<file path="src/rtl/xphy_train_defs_pkg.sv">
// Shared definitions for the 10GBASE-R training responder: register indices,
// control-bit position and FSM state encoding.
package xphy_train_defs;

    localparam int         IDX_W            = 4;
    localparam logic [3:0] REG_CTRL         = 4'd0;
    localparam logic [3:0] REG_STATUS       = 4'd1;
    localparam int         CTRL_SOFTRST_BIT = 15;

    typedef enum logic [1:0] {
        ST_IDLE = 2'd0,
        ST_WAIT = 2'd1,
        ST_ACK  = 2'd2,
        ST_HOLD = 2'd3
    } train_state_t;

endpackage

</file>
<file path="src/rtl/xphy_train_regfile.sv">
// Register bank behind the training responder: control (self-clearing bit 15),
// live status passthrough on reg 1, and plain RW coefficient registers.
module xphy_train_regfile
    import xphy_train_defs::*;
#(
    parameter int C_NUM_REGS = 8
) (
    input  logic                    clk156,
    input  logic                    reset,
    input  logic                    wr_en,
    input  logic [IDX_W-1:0]        wr_idx,
    input  logic [15:0]             wr_data,
    input  logic [IDX_W-1:0]        rd_idx,
    input  logic [15:0]             status_in,
    output logic [15:0]             rd_data,
    output logic [16*C_NUM_REGS-1:0] reg_out,
    output logic                    soft_reset_pulse
);

    logic [15:0] regs_r [C_NUM_REGS];

    // Register storage; reg 1 holds no state and stays at zero.
    always_ff @(posedge clk156 or posedge reset) begin
        if (reset) begin
            for (int i = 0; i < C_NUM_REGS; i++) begin
                regs_r[i] <= 16'h0000;
            end
            soft_reset_pulse <= 1'b0;
        end else begin
            soft_reset_pulse <= wr_en && (wr_idx == REG_CTRL) && wr_data[CTRL_SOFTRST_BIT];
            if (wr_en && (wr_idx == REG_CTRL)) begin
                regs_r[0] <= {1'b0, wr_data[CTRL_SOFTRST_BIT-1:0]};
            end
            for (int i = 2; i < C_NUM_REGS; i++) begin
                if (wr_en && (wr_idx == IDX_W'(i))) begin
                    regs_r[i] <= wr_data;
                end
            end
        end
    end

    // Read mux; the status slot returns the live input rather than storage.
    always_comb begin
        rd_data = 16'h0000;
        for (int i = 0; i < C_NUM_REGS; i++) begin
            rd_data = (rd_idx == IDX_W'(i)) ? regs_r[i] : rd_data;
        end
        rd_data = (rd_idx == REG_STATUS) ? status_in : rd_data;
    end

    for (genvar g = 0; g < C_NUM_REGS; g++) begin : g_flat
        assign reg_out[16*g +: 16] = regs_r[g];
    end

endmodule

</file>
<file path="src/rtl/xphy_training_responder.sv">
// Responder side of the PHY training IPIF: accepts cs transactions, acks them
// after a fixed latency, and services a small register bank.
module xphy_training_responder
    import xphy_train_defs::*;
#(
    parameter logic [4:0]  C_MMD         = 5'h01,
    parameter logic [15:0] C_BASE_ADDR   = 16'h0000,
    parameter int          C_NUM_REGS    = 8,
    parameter int          C_ACK_LATENCY = 2,
    parameter logic [15:0] C_MISS_DATA   = 16'h0000
) (
    input  logic                     clk156,
    input  logic                     reset,
    input  logic                     training_enable,
    input  logic [20:0]              training_addr,
    input  logic                     training_rnw,
    input  logic [15:0]              training_wrdata,
    input  logic                     training_ipif_cs,
    output logic [15:0]              training_rddata,
    output logic                     training_rdack,
    output logic                     training_wrack,
    input  logic [15:0]              status_in,
    output logic [16*C_NUM_REGS-1:0] reg_out,
    output logic                     soft_reset_pulse,
    output logic [7:0]               miss_count
);

    train_state_t     state_r, state_s;
    logic [3:0]       cnt_r;
    logic [20:0]      addr_r;
    logic             rnw_r;
    logic [15:0]      wrdata_r;
    logic [15:0]      offset_s;
    logic             hit_s;
    logic             accept_s;
    logic             ack_edge_s;
    logic             wr_en_s;
    logic [15:0]      rf_rd_data_s;

    assign offset_s   = addr_r[15:0] - C_BASE_ADDR;
    assign hit_s      = (addr_r[20:16] == C_MMD) && (offset_s < 16'(C_NUM_REGS));
    assign accept_s   = (state_r == ST_IDLE) && training_ipif_cs && training_enable;
    assign ack_edge_s = (state_r == ST_WAIT) && (cnt_r == 4'd0);
    assign wr_en_s    = (state_r == ST_ACK) && !rnw_r && hit_s;

    // Next-state logic; HOLD waits for cs to drop so a held cs never re-triggers.
    always_comb begin
        state_s = state_r;
        case (state_r)
            ST_IDLE: state_s = accept_s ? ST_WAIT : ST_IDLE;
            ST_WAIT: state_s = (cnt_r == 4'd0) ? ST_ACK : ST_WAIT;
            ST_ACK:  state_s = ST_HOLD;
            ST_HOLD: state_s = training_ipif_cs ? ST_HOLD : ST_IDLE;
            default: state_s = ST_IDLE;
        endcase
    end

    // State, latched request, latency counter and registered acks/read data.
    always_ff @(posedge clk156 or posedge reset) begin
        if (reset) begin
            state_r         <= ST_IDLE;
            cnt_r           <= 4'd0;
            addr_r          <= 21'd0;
            rnw_r           <= 1'b0;
            wrdata_r        <= 16'h0000;
            training_rdack  <= 1'b0;
            training_wrack  <= 1'b0;
            training_rddata <= 16'h0000;
            miss_count      <= 8'h00;
        end else begin
            state_r        <= state_s;
            training_rdack <= ack_edge_s && rnw_r;
            training_wrack <= ack_edge_s && !rnw_r;
            if (accept_s) begin
                addr_r   <= training_addr;
                rnw_r    <= training_rnw;
                wrdata_r <= training_wrdata;
                cnt_r    <= 4'(C_ACK_LATENCY - 1);
            end else if ((state_r == ST_WAIT) && (cnt_r != 4'd0)) begin
                cnt_r <= cnt_r - 4'd1;
            end
            if (ack_edge_s && rnw_r) begin
                training_rddata <= hit_s ? rf_rd_data_s : C_MISS_DATA;
            end
            if ((state_r == ST_ACK) && !hit_s && (miss_count != 8'hFF)) begin
                miss_count <= miss_count + 8'd1;
            end
        end
    end

    xphy_train_regfile #(
        .C_NUM_REGS (C_NUM_REGS)
    ) u_regfile (
        .clk156           (clk156),
        .reset            (reset),
        .wr_en            (wr_en_s),
        .wr_idx           (offset_s[IDX_W-1:0]),
        .wr_data          (wrdata_r),
        .rd_idx           (offset_s[IDX_W-1:0]),
        .status_in        (status_in),
        .rd_data          (rf_rd_data_s),
        .reg_out          (reg_out),
        .soft_reset_pulse (soft_reset_pulse)
    );

endmodule

</file>
<file path="config.mk">
export PLATFORM = sky130hd
export DESIGN_NAME = xphy_training_responder
export DESIGN_NICKNAME = d
export VERILOG_FILES = /design/src/rtl/xphy_train_defs_pkg.sv /design/src/rtl/xphy_train_regfile.sv /design/src/rtl/xphy_training_responder.sv
export SDC_FILE = /design/constraint.sdc
export NUM_CORES = 1
export LEC_CHECK = 0
export CAP_MARGIN = 20
export CORE_MARGIN = 2
export CORE_UTILIZATION = 54
export CTS_CLUSTER_SIZE = 14
export DETAILED_ROUTE_END_ITERATION = 6
export PLACE_DENSITY = 0.87
export SYNTH_ARGS = -nofsm -noshare
export SYNTH_HDL_FRONTEND = slang
export SYNTH_SLANG_ARGS = --single-unit
export TNS_END_PERCENT = 50
</file>
<file path="constraint.sdc">
create_clock -name clk156 -period 14.1 [get_ports clk156]
set_input_delay 1.41 -clock clk156 [delete_from_list [all_inputs] [get_ports clk156]]
set_output_delay 1.41 -clock clk156 [all_outputs]
set_load 0.05 [all_outputs]
</file>
## Word-level counts from Yosys, hierarchy flattened

Index checks and enable logic that the tools add are counted.

| storage, ports and cells | value |
|---|---|
| word-level logic and storage cells | 73 |
| input bits | 58 |
| register bits | 182 |

| operators by class | value |
|---|---|
| add/subtract/negate cells | 2 |
| muxes and demuxes | 15 |
| reduce and logical (&&, ||, !) cells | 26 |
| $lt $le $gt $ge | 1 |
| eq/ne operators | 12 |

Operators by type and width:

| kind | count |
|---|---|
| 16-bit 2-to-1 mux | 8 |
| 1-bit logical AND | 19 |
| 4-bit by 3-bit == test with 1-bit output (second input constant) | 4 |
| 16-bit by 4-bit < comparator with 1-bit output (second input constant) | 1 |
| 15-bit 2-to-1 mux | 1 |
| 8-bit by 1-bit adder with 8-bit output (second input constant) | 1 |
| 4-bit by 2-bit == test with 1-bit output (second input constant) | 2 |
| 4-bit zero test | 2 |
| 4-bit 2-to-1 mux | 2 |
| 8-bit != test (second input constant) | 1 |
| 2-bit case mux with 4 select lines | 1 |
| 5-bit by 1-bit == test with 1-bit output (second input constant) | 1 |
| 2-bit == test (second input constant) | 2 |
| 4-bit by 1-bit == test with 1-bit output (second input constant) | 1 |
| 2-bit 2-to-1 mux | 2 |
| 4-bit nonzero test | 1 |
| 4-bit by 1-bit subtractor with 4-bit output (second input constant) | 1 |
| 2-bit by 1-bit == test with 1-bit output (second input constant) | 1 |
| 1-bit zero test | 2 |
| 2-bit zero test | 1 |
| 2-bit nonzero test | 1 |
| 1-bit 2-to-1 mux | 1 |

## Longest topological paths before layout

Gate-level depths: netlist of run 1.

| depth | value |
|---|---|
| depth in word-level cells | 10 |
| depth in mapped cells | 8 |

## Modules after synthesis

From an unflattened synthesis of run 1, not the netlist that was laid out.

| second synthesis, totals | value |
|---|---|
| cells, all modules | 667 |
| area, all modules | 8480.6 µm² |

By module, submodules not included:

| module | cells an instance | seq. area each (µm²) | times used | area each (µm²) |
|---|---|---|---|---|
| xphy_train_regfile | 475 | 2802.7 | 1 | 5649.2 |
| xphy_training_responder | 192 | 1751.7 | 1 | 2831.5 |

## Worst setup path after synthesis of run 1

No wires, ideal clock.

| path | value |
|---|---|
| path kind | input port to flip-flop |
| from | in training_enable |
| to | reg addr_r[10] |
| required time | 13.975 ns |
| buffers on the path | 1 |
| stages | 4 |
| path slack | 11.297 ns |
| arrival time | 2.678 ns |
| cell sequence | nand2_1 -> nor3_1 -> clkbuf_1 -> mux2_2 |

| between the ends | value |
|---|---|
| word-level cells in the longest chain between the ends | 1 |

Ends and longest elaborated chain:

| item | line | text |
|---|---|---|
| start, declared | xphy_training_responder.sv:14 | `input logic training_enable,` |
| 1-bit logical AND | xphy_training_responder.sv:42 | `assign accept_s = (state_r == ST_IDLE) && training_ipif_cs && training_enable;` |
| end signal, assigned | xphy_training_responder.sv:75 | `addr_r <= training_addr;` |
| end, declared | xphy_training_responder.sv:30 | `logic [20:0] addr_r;` |

Every way passes these cells.
A chain may end at the register's enable or synchronous reset.

## Worst setup path in the final report of run 1

| path | value |
|---|---|
| from | reg miss_count[5] |
| to | out miss_count[5] |

RTL lines:

| item | line | text |
|---|---|---|
| start, declared | xphy_training_responder.sv:25 | `output logic [7:0] miss_count` |
| start signal, assigned | xphy_training_responder.sv:86 | `miss_count <= miss_count + 8'd1;` |

No word-level cell between the ends.

==> flow_summary.json, run 1 <==
{
  "fin_cells": 1086,
  "netlist_instances": 675,
  "cap_violations": 0,
  "dr.pass1.iters": 7,
  "grt_pass1_vias": 6486,
  "cp_max_fo": 5,
  "synth_flop_cell": "dfrtp_1",
  "fin_crit_sh_pct": 22.4,
  "vias_per_cell": 5.86,
  "postCtsHoldBufs": 0,
  "fmax_ghz": 0.316,
  "fin_util_pct": 73.6,
  "synth_area_leaders": "dfrtp_1 (53%), mux2_2 (18%), mux2i_1 (3.6%), a21oi_1 (2.6%), o21ai_0 (2.0%)",
  "path_delay_family": "buffers and inverters",
  "maxSlewHeadroom_pct": 40.0,
  "row_count": 45,
  "io_buffers": 195,
  "clkSlewWorstSetupHoldPaths_ns": 0.07,
  "cts_resized": 0,
  "drtAntennaViolNets": 0,
  "period_minus_slack_ns": 3.16,
  "cp.required_ns": 12.69,
  "syn_area_per_cell_um2": 12.6,
  "p_per_area_mw_per_mm2": 164,
  "antenna_found_initial": 0,
  "fillers": 984,
  "tns_ns": 0,
  "cts-htree-levels": 4,
  "grt_pass1_wl_um": 35400,
  "dpl_worst_slack_ns": 10.42,
  "synth.cell_area_mm2": 0.00853,
  "synthArstFlopShare_pct": 100,
  "startpoint_type": "flop",
  "synth_seq_cells": 182,
  "synth.most_common_cell": "dfrtp_1",
  "cp-end-kind": "output pin",
  "cts_root_buf": "clkbuf_16",
  "drc": 0,
  "p_leak_uw": 0.00500,
  "gp_congestion": 0.846,
  "track_usage_pct": 28.0,
  "drive_gt1_share_pct": 24.7,
  "drt_iter0_drc": 565,
  "grt_max_degree": 99,
  "synth_commonest_cells": "dfrtp_1 (182), mux2_2 (138), a21oi_1 (45)",
  "fin_skew_ns": 0.0119,
  "dieArea_mm2": 0.0168,
  "drt-wirelength-per-cell_um": 21.5,
  "ys_seq_area_share_pct": 53.4,
  "post_cts_buffers": 0,
  "clock_sinks": 182,
  "vias": 6368,
  "critical_path_buf_inv_count": 1,
  "setup_viol": 0,
  "yosysWarnings": 16,
  "antenna_cells": 0,
  "holdWs_ns": 0.482,
  "slew_viol_final": 0,
  "synth-edff-count": 0,
  "synth_top_area_share_pct": 53.4,
  "die_y_um": 130,
  "insertion_delay_ns": 0.44,
  "crit_chain": "clkdlybuf4s50_1",
  "hold_path.class": "flop to flop",
  "wl_um": 23400,
  "fin_ws_ns": 10.94,
  "core_region_area_mm2": 0.0153,
  "grt_remaining_overflow": 0,
  "yosysTopAreaCell": "dfrtp_1",
  "pin_count": 213,
  "nets": 922,
  "die-width_um": 130,
  "worst_pin_slew_ns": 0.898,
  "critPathSlowestCell": "clkdlybuf4s50_1",
  "peakVddDrop_v": 0.0000997,
  "area_growth_pct": 32.1,
  "criticalPathCategory": "flop to output pin",
  "dp.cells": 1048,
  "cts_made_buffers": 17,
  "yosysUniqueCellTypes": 54,
  "status": "complete, no violations",
  "critPathArrivalTime_ns": 1.76,
  "start_util_pct": 55.7,
  "hold_viol": 0,
  "cts_tree": "yes",
  "cts_buffer_depth": 2,
  "hpwl_um": 15500,
  "rsz0062_at_grt": "no",
  "cpPeakStageDelay_ns": 0.87
}
==> layer usage <==
layer  vias up  part of all wire (%)  track usage (%)
met5         -                     0                0
met4         0                   2.7             10.2
met3        50                   7.2             6.40
met2       275                    48             45.0
met1      3261                    42             37.6
li1       2782                     -                -
==> worst paths after layout <==
kind,start,endpoint,slack [ns],depth (start not counted)
min in group asynchronous,reset,addr_r[20]$_DFFE_PP0P_,1.53,2
worst min register to register,training_rddata[12]$_DFFE_PP0P_,training_rddata[12]$_DFFE_PP0P_,0.48,2
worst min-delay path,training_rddata[12]$_DFFE_PP0P_,training_rddata[12]$_DFFE_PP0P_,0.48,2
worst max register to register,addr_r[2]$_DFFE_PP0P_,u_regfile.reg_out[95]$_DFFE_PP0P_,11.09,4
max in group asynchronous,reset,addr_r[5]$_DFFE_PP0P_,11.27,4
worst max-delay path,miss_count[5]$_DFFE_PP0P_,miss_count[5],10.94,1
==> where the power goes <==
group	switching [µW]	leakage [µW]	internal, µW
Combinational	380	0.00230	231
Sequential	122	0.00241	616
Clock	210	0.000281	284
Total	712	0.00500	1130
==> logic make-up after synthesis <==
family,after synthesis,share of synthesized area (%)
compound gates,131,9.47
other cells,1,0.0440
simple gates,104,7.93
buf+inv,66,4.22
xor+xnor,10,1.03
mux,179,23.6
fa+ha+maj,2,0.293
flops,182,53.4
==> layout by cell type, fill, tap and decap left out, types with 2 or more instances in the layout <==
cell type / instances
xor2_1: 7
inv_1: 9
clkinvlp_4: 6
o22a_1: 14
or4_4: 2
ha_1: 2
bufinv_16: 3
mux2_4: 10
buf_4: 8
a21oi_1: 45
o22ai_1: 3
mux2i_1: 31
nand3_2: 2
xnor2_1: 3
buf_16: 2
and2_1: 2
nand2b_1: 5
nor4_2: 2
nand4_1: 2
conb_1: 17
a21o_1: 14
nand2_1: 26
nor2_1: 25
nor3b_1: 2
clkbuf_16: 17
o31ai_1: 14
nor3_1: 2
buf_8: 3
a211oi_1: 2
nand3_1: 4
clkdlybuf4s50_1: 195
nor4_1: 4
nor4_4: 6
o21ai_0: 34
or3b_2: 2
mux2_2: 138
inv_6: 3
dfrtp_1: 181
clkinv_4: 2
nand3b_1: 5
==> through the flow <==
stage | total power [µW] | cell area [µm²]
2_1_floorplan | 1140 | 8590
3_3_place_gp | 1300 | 10600
3_5_place_dp | 1330 | 10600
4_1_cts | 1820 | 11200
5_1_grt | 1920 | 11300
6_report | 1840 | 11300
==> cell type report <==
class / count / area [µm²] / share of cell area (%)
tap: 211 / 264 / 2.34
timing repair buffer: 208 / 2110 / 18.7
inverter: 10 / 42.5 / 0.377
sequential: 182 / 4560 / 40.4
clock inverter: 14 / 175 / 1.55
clock buffer: 18 / 439 / 3.90
multi-input combinational: 443 / 3680 / 32.7
==> sequential cells by signal, summed over array words and instances (netlist names) <==
signal and flops:
wrdata_r 16, addr_r 21, training_rddata 16, miss_count 8, u_regfile.reg_out 111, state_r 2, rnw_r 1, cnt_r 4
training_wrack 1, training_rdack 1, u_regfile.soft_reset_pulse 1
No activity file was read; power rests on OpenSTA's default activity.
==> inputs of run 2 (changes only) <==
CORE_UTILIZATION = 50   (was 54)
PLACE_DENSITY = 0.81   (was 0.87)
clock period = 3.1 ns   (was 14.1 ns; I/O delays follow)
==> run 2 against run 1 <==
Against the previous run:
- sequential share of layout area barely moved
- critical endpoint is now u_regfile.reg_out[75]$_DFFE_PP0P_
- sequential cell count did not move
- via count fell by 1.6%
- combinational power rose to 4.5 times the previous value
- critical path depth rose by 4
- highest routed layer unchanged
- global-route usage fell by 1.6 points
==> flow_summary.json, run 2 (same netlist as run 1, synthesis figures left out) <==
{
  "status": "complete, no violations",
  "pin_count": 213,
  "nets": 931,
  "cp.required_ns": 3.41,
  "drive_gt1_share_pct": 25.0,
  "rsz0062_at_grt": "no",
  "post_cts_buffers": 0,
  "fin_skew_ns": 0.00704,
  "drtAntennaViolNets": 0,
  "dieArea_mm2": 0.0181,
  "hold_viol": 0,
  "vias_per_cell": 5.67,
  "cts_buffer_depth": 2,
  "grt_remaining_overflow": 0,
  "cts_tree": "yes",
  "p_leak_uw": 0.00502,
  "cts_made_buffers": 17,
  "criticalPathCategory": "flop to flop",
  "insertion_delay_ns": 0.43,
  "fin_ws_ns": 0.623,
  "worst_pin_slew_ns": 0.738,
  "multi_input_area_mm2": 0.00368,
  "seqCellArea_mm2": 0.00456,
  "grt_pass1_wl_um": 36000,
  "start_util_pct": 51.3,
  "grt_max_degree": 62,
  "clkSlewWorstSetupHoldPaths_ns": 0.06,
  "area_growth_pct": 32.1,
  "track_usage_pct": 26.3,
  "tns_ns": 0,
  "mostFrequentLayoutCell": "clkdlybuf4s50_1",
  "drt-wirelength-per-cell_um": 20.9,
  "vias": 6263,
  "cpPeakStageDelay_ns": 0.60,
  "row_count": 47,
  "cts-htree-levels": 4,
  "period_minus_slack_ns": 2.48,
  "antenna_found_initial": 0,
  "hpwl_um": 16100,
  "antenna_cells": 0,
  "cap_violations": 0,
  "grt_pass1_vias": 6280,
  "postCtsHoldBufs": 0,
  "fmax_ghz": 0.404,
  "die_y_um": 135,
  "dr.pass1.iters": 5,
  "clock_sinks": 182,
  "maxSlewHeadroom_pct": 50.7,
  "io_buffers": 195,
  "die-width_um": 135,
  "largest_reg_flops": 111,
  "startpoint_type": "flop",
  "gp_congestion": 0.849,
  "wl_um": 23100,
  "critical_path_buf_inv_count": 0,
  "drc": 0,
  "critPathSlowestCell": "or4_4",
  "crit_chain": "nor4_4 -> nand3_1 -> or4_4 -> nor2_8 -> mux2_2",
  "fin_crit_sh_pct": 79.9,
  "hold_path.class": "primary input to asynchronous set/reset pin",
  "core_region_area_mm2": 0.0166,
  "cp_max_fo": 16,
  "peakVddDrop_v": 0.000517,
  "fillers": 1266,
  "cts_root_buf": "clkbuf_16",
  "p_per_area_mw_per_mm2": 729,
  "slew_viol_final": 0,
  "cp-end-kind": "flop",
  "critPathArrivalTime_ns": 2.78,
  "path_delay_family": "simple AND/OR/NAND/NOR gates",
  "dpl_worst_slack_ns": 0.661,
  "cts_resized": 0,
  "drt_iter0_drc": 440,
  "setup_viol": 0,
  "final_cell_mix": "clkdlybuf4s50_1 (195), dfrtp_1 (181), mux2_2 (138)"
}
run 2: cell type report:
cell class	instances	share of cell area, %
Sequential cell	182	40.4
Multi-Input combinational cell	443	32.7
Timing Repair Buffer	217	19.0
Clock buffer	23	4.15
Tap cell	220	2.44
Clock inverter	9	0.899
Inverter	10	0.366
run 2: metal layers:
layer / track usage (%) / share of wire [%] / wire, µm / vias to the layer above
li1: - / - / - / 2803
met1: 38.2 / 45 / 10400 / 3144
met2: 40.1 / 46 / 10600 / 282
met3: 5.33 / 7.1 / 1650 / 34
met4: 8.42 / 2.0 / 456 / 0
met5: 0 / 0 / 0 / -
run 2: worst reg2reg max path, delay by kind of cell, from the launching register on:
kind          cells  cell delay, ns
flops             1            0.40
simple gates      4            1.55
mux               1            0.40
run 2: path summary, 6_finish.rpt:
path / startpoint / endpoint / slack (ns) / cells past startpoint
min in group clk156: training_rddata[1]$_DFFE_PP0P_ / training_rddata[1]$_DFFE_PP0P_ / 0.47 / 2
min: reset / training_rddata[6]$_DFFE_PP0P_ / 0.36 / 2
max in group asynchronous: reset / addr_r[3]$_DFFE_PP0P_ / 1.87 / 3
min reg2reg: training_rddata[1]$_DFFE_PP0P_ / training_rddata[1]$_DFFE_PP0P_ / 0.47 / 2
max: addr_r[9]$_DFFE_PP0P_ / u_regfile.reg_out[75]$_DFFE_PP0P_ / 0.62 / 5
max reg2reg: addr_r[9]$_DFFE_PP0P_ / u_regfile.reg_out[75]$_DFFE_PP0P_ / 0.62 / 5
run 2: where the power goes:
part | leakage (µW) | internal, µW | total [µW] | switching, µW
Clock | 0.000281 | 1220 | 2100 | 876
Combinational | 0.00233 | 1050 | 2740 | 1690
Sequential | 0.00241 | 2800 | 3380 | 573
run 2: metrics by stage:
step / total power (µW) / hold WS, ns / util (%) / area [µm²] / instances
floorplan: 5170 / 0.427 / - / 8590 / 691
global placement: 6040 / 0.459 / 64.3 / 10700 / 1072
detailed placement: 6110 / 0.465 / 64.3 / 10700 / 1072
CTS: 8220 / 0.380 / 67.7 / 11300 / 1104
global route: 8590 / 0.403 / 67.7 / 11300 / 1104
finish: 8210 / 0.361 / 67.7 / 11300 / 1104
==> inputs of run 3 (changes only) <==
clock period = 2.6 ns   (was 3.1 ns; I/O delays follow)
==> run 3 against run 2 <==
Against the previous run:
- clock-buffer cell count shrank 6
- first-iteration DRC count fell by 3.2%
- core utilization increased by 0.52 points
- sequential power is 17% higher
- global-route usage down 0.34 points
- clock power is 19% higher
- combinational power grew 24%
- die area unchanged
- setup slack got worse by 0.51 ns
- sequential share of layout area fell by 0.31 points
- largest cell class unchanged
- largest power group unchanged
- highest routed layer unchanged
==> flow_summary.json, run 3 (same netlist as run 1, synthesis figures left out) <==
{
  "nets": 940,
  "grt_max_degree": 61,
  "dr.pass1.iters": 5,
  "start_util_pct": 51.3,
  "fin_skew_ns": 0.0139,
  "critPathArrivalTime_ns": 2.80,
  "hold_path.class": "primary input to asynchronous set/reset pin",
  "cts-htree-levels": 4,
  "dieArea_mm2": 0.0181,
  "post_cts_buffers": 0,
  "grt_remaining_overflow": 0,
  "cap_violations": 0,
  "worst_pin_slew_ns": 0.657,
  "cp-end-kind": "flop",
  "drtAntennaViolNets": 0,
  "cp_max_fo": 16,
  "pin_count": 213,
  "critical_path_buf_inv_count": 0,
  "io_buffers": 195,
  "fin_crit_sh_pct": 95.5,
  "clock_sinks": 182,
  "peakVddDrop_v": 0.000625,
  "crit_start": "addr_r[9]$_DFFE_PP0P_",
  "critPathSlowestCell": "or4_4",
  "maxSlewHeadroom_pct": 55.9,
  "cts_resized": 0,
  "crit_chain": "nor4_4 -> nand3_1 -> or4_4 -> nor2_8 -> mux2_2",
  "hpwl_um": 16100,
  "cp.required_ns": 2.91,
  "slew_viol_final": 0,
  "vias_per_cell": 5.54,
  "antenna_cells": 0,
  "fmax_ghz": 0.403,
  "grt_pass1_vias": 6314,
  "drt_iter0_drc": 426,
  "drc": 0,
  "core_region_area_mm2": 0.0166,
  "criticalPathCategory": "flop to flop",
  "cts_tree": "yes",
  "hold_viol": 0,
  "tns_ns": 0,
  "fin_util_pct": 68.2,
  "grt_pass1_wl_um": 35600,
  "vias": 6168,
  "cts_made_buffers": 17,
  "insertion_delay_ns": 0.43,
  "wl_um": 23200,
  "status": "complete, no violations",
  "cpPeakStageDelay_ns": 0.60,
  "finalPower_uw": 9850,
  "antenna_found_initial": 0,
  "drt-wirelength-per-cell_um": 20.9,
  "timing.rr.start": "addr_r[9]$_DFFE_PP0P_",
  "setup_viol": 0,
  "cts_root_buf": "clkbuf_16",
  "row_count": 47,
  "path_delay_family": "simple AND/OR/NAND/NOR gates",
  "period_minus_slack_ns": 2.48,
  "holdWs_ns": 0.190,
  "p_leak_uw": 0.00507,
  "drive_gt1_share_pct": 26.2,
  "gp_congestion": 0.862,
  "startpoint_type": "flop",
  "postCtsHoldBufs": 0,
  "cts_buffer_depth": 2,
  "final_cell_mix": "clkdlybuf4s50_1 (195), dfrtp_1 (181), mux2_2 (138)",
  "p_per_area_mw_per_mm2": 868,
  "area_growth_pct": 33.1,
  "rsz0062_at_grt": "no",
  "die_y_um": 135,
  "die-width_um": 135,
  "largest_reg_flops": 111,
  "clkSlewWorstSetupHoldPaths_ns": 0.07,
  "track_usage_pct": 26.0,
  "mostFrequentLayoutCell": "clkdlybuf4s50_1"
}
==> run 3: cell types whose count changed in the layout (fill, tap and decap cells not counted) <==
cell        previous run  this run
buf_4                 20        27
inv_8                  0         5
clkbuf_1               4         0
clkinv_2               5         1
inv_6                  0         4
buf_12                 2         4
bufinv_16              2         0
clkbuf_8               2         0
clkinv_4               1         3
clkinvlp_4             2         3
==> run 3: worst reg2reg max path: cells and delay by family, from the launching register on <==
family        cells  cell delay (ns)
mux               1             0.40
flops             1             0.41
simple gates      4             1.55
==> run 3: final timing paths <==
| check | end | slack (ns) | cells after the start |
|---|---|---|---|
| setup / recovery | u_regfile.reg_out[75]$_DFFE_PP0P_ | 0.12 | 5 |
| hold / removal | u_regfile.reg_out[81]$_DFFE_PP0P_ | 0.19 | 2 |
| setup reg to reg | u_regfile.reg_out[75]$_DFFE_PP0P_ | 0.12 | 5 |
| hold reg to reg | training_rddata[7]$_DFFE_PP0P_ | 0.48 | 2 |
| max in group asynchronous | u_regfile.reg_out[7]$_DFFE_PP0P_ | 1.73 | 3 |
| min in group clk156 | addr_r[0]$_DFFE_PP0P_ | 0.41 | 3 |
==> run 3: cell type report <==
class,count,area [µm²]
Clock inverter,15,138
Fill cell,1248,5290
Timing Repair Buffer,226,2230
Inverter,10,41.3
Clock buffer,17,425
Tap cell,220,275
Sequential cell,182,4560
Multi-Input combinational cell,443,3680
==> run 3: per-stage QoR <==
stage                     worst slack, ns  instance area [µm²]  instances
after floorplan                   0.00344                 8590        691
after global routing               0.0334                11400       1113
after global placement              0.186                10800       1081
final                               0.117                11400       1113
after CTS                          0.0975                11400       1113
after detailed placement            0.106                10800       1081
==> run 3: routing by layer <==
layer	vias to the layer above	GRT usage, %	wire, µm
met4	0	8.19	453
met1	3080	36.2	10300
met3	31	6.49	1810
li1	2827	-	-
met2	230	40.4	10700
met5	-	0	0
==> run 3: report_power, final <==
group          internal, µW  total [µW]  switching [µW]
clock                  1270        2490            1220
sequential             3340        3950             613
combinational          1290        3410            2120
total                  5900        9850            3950
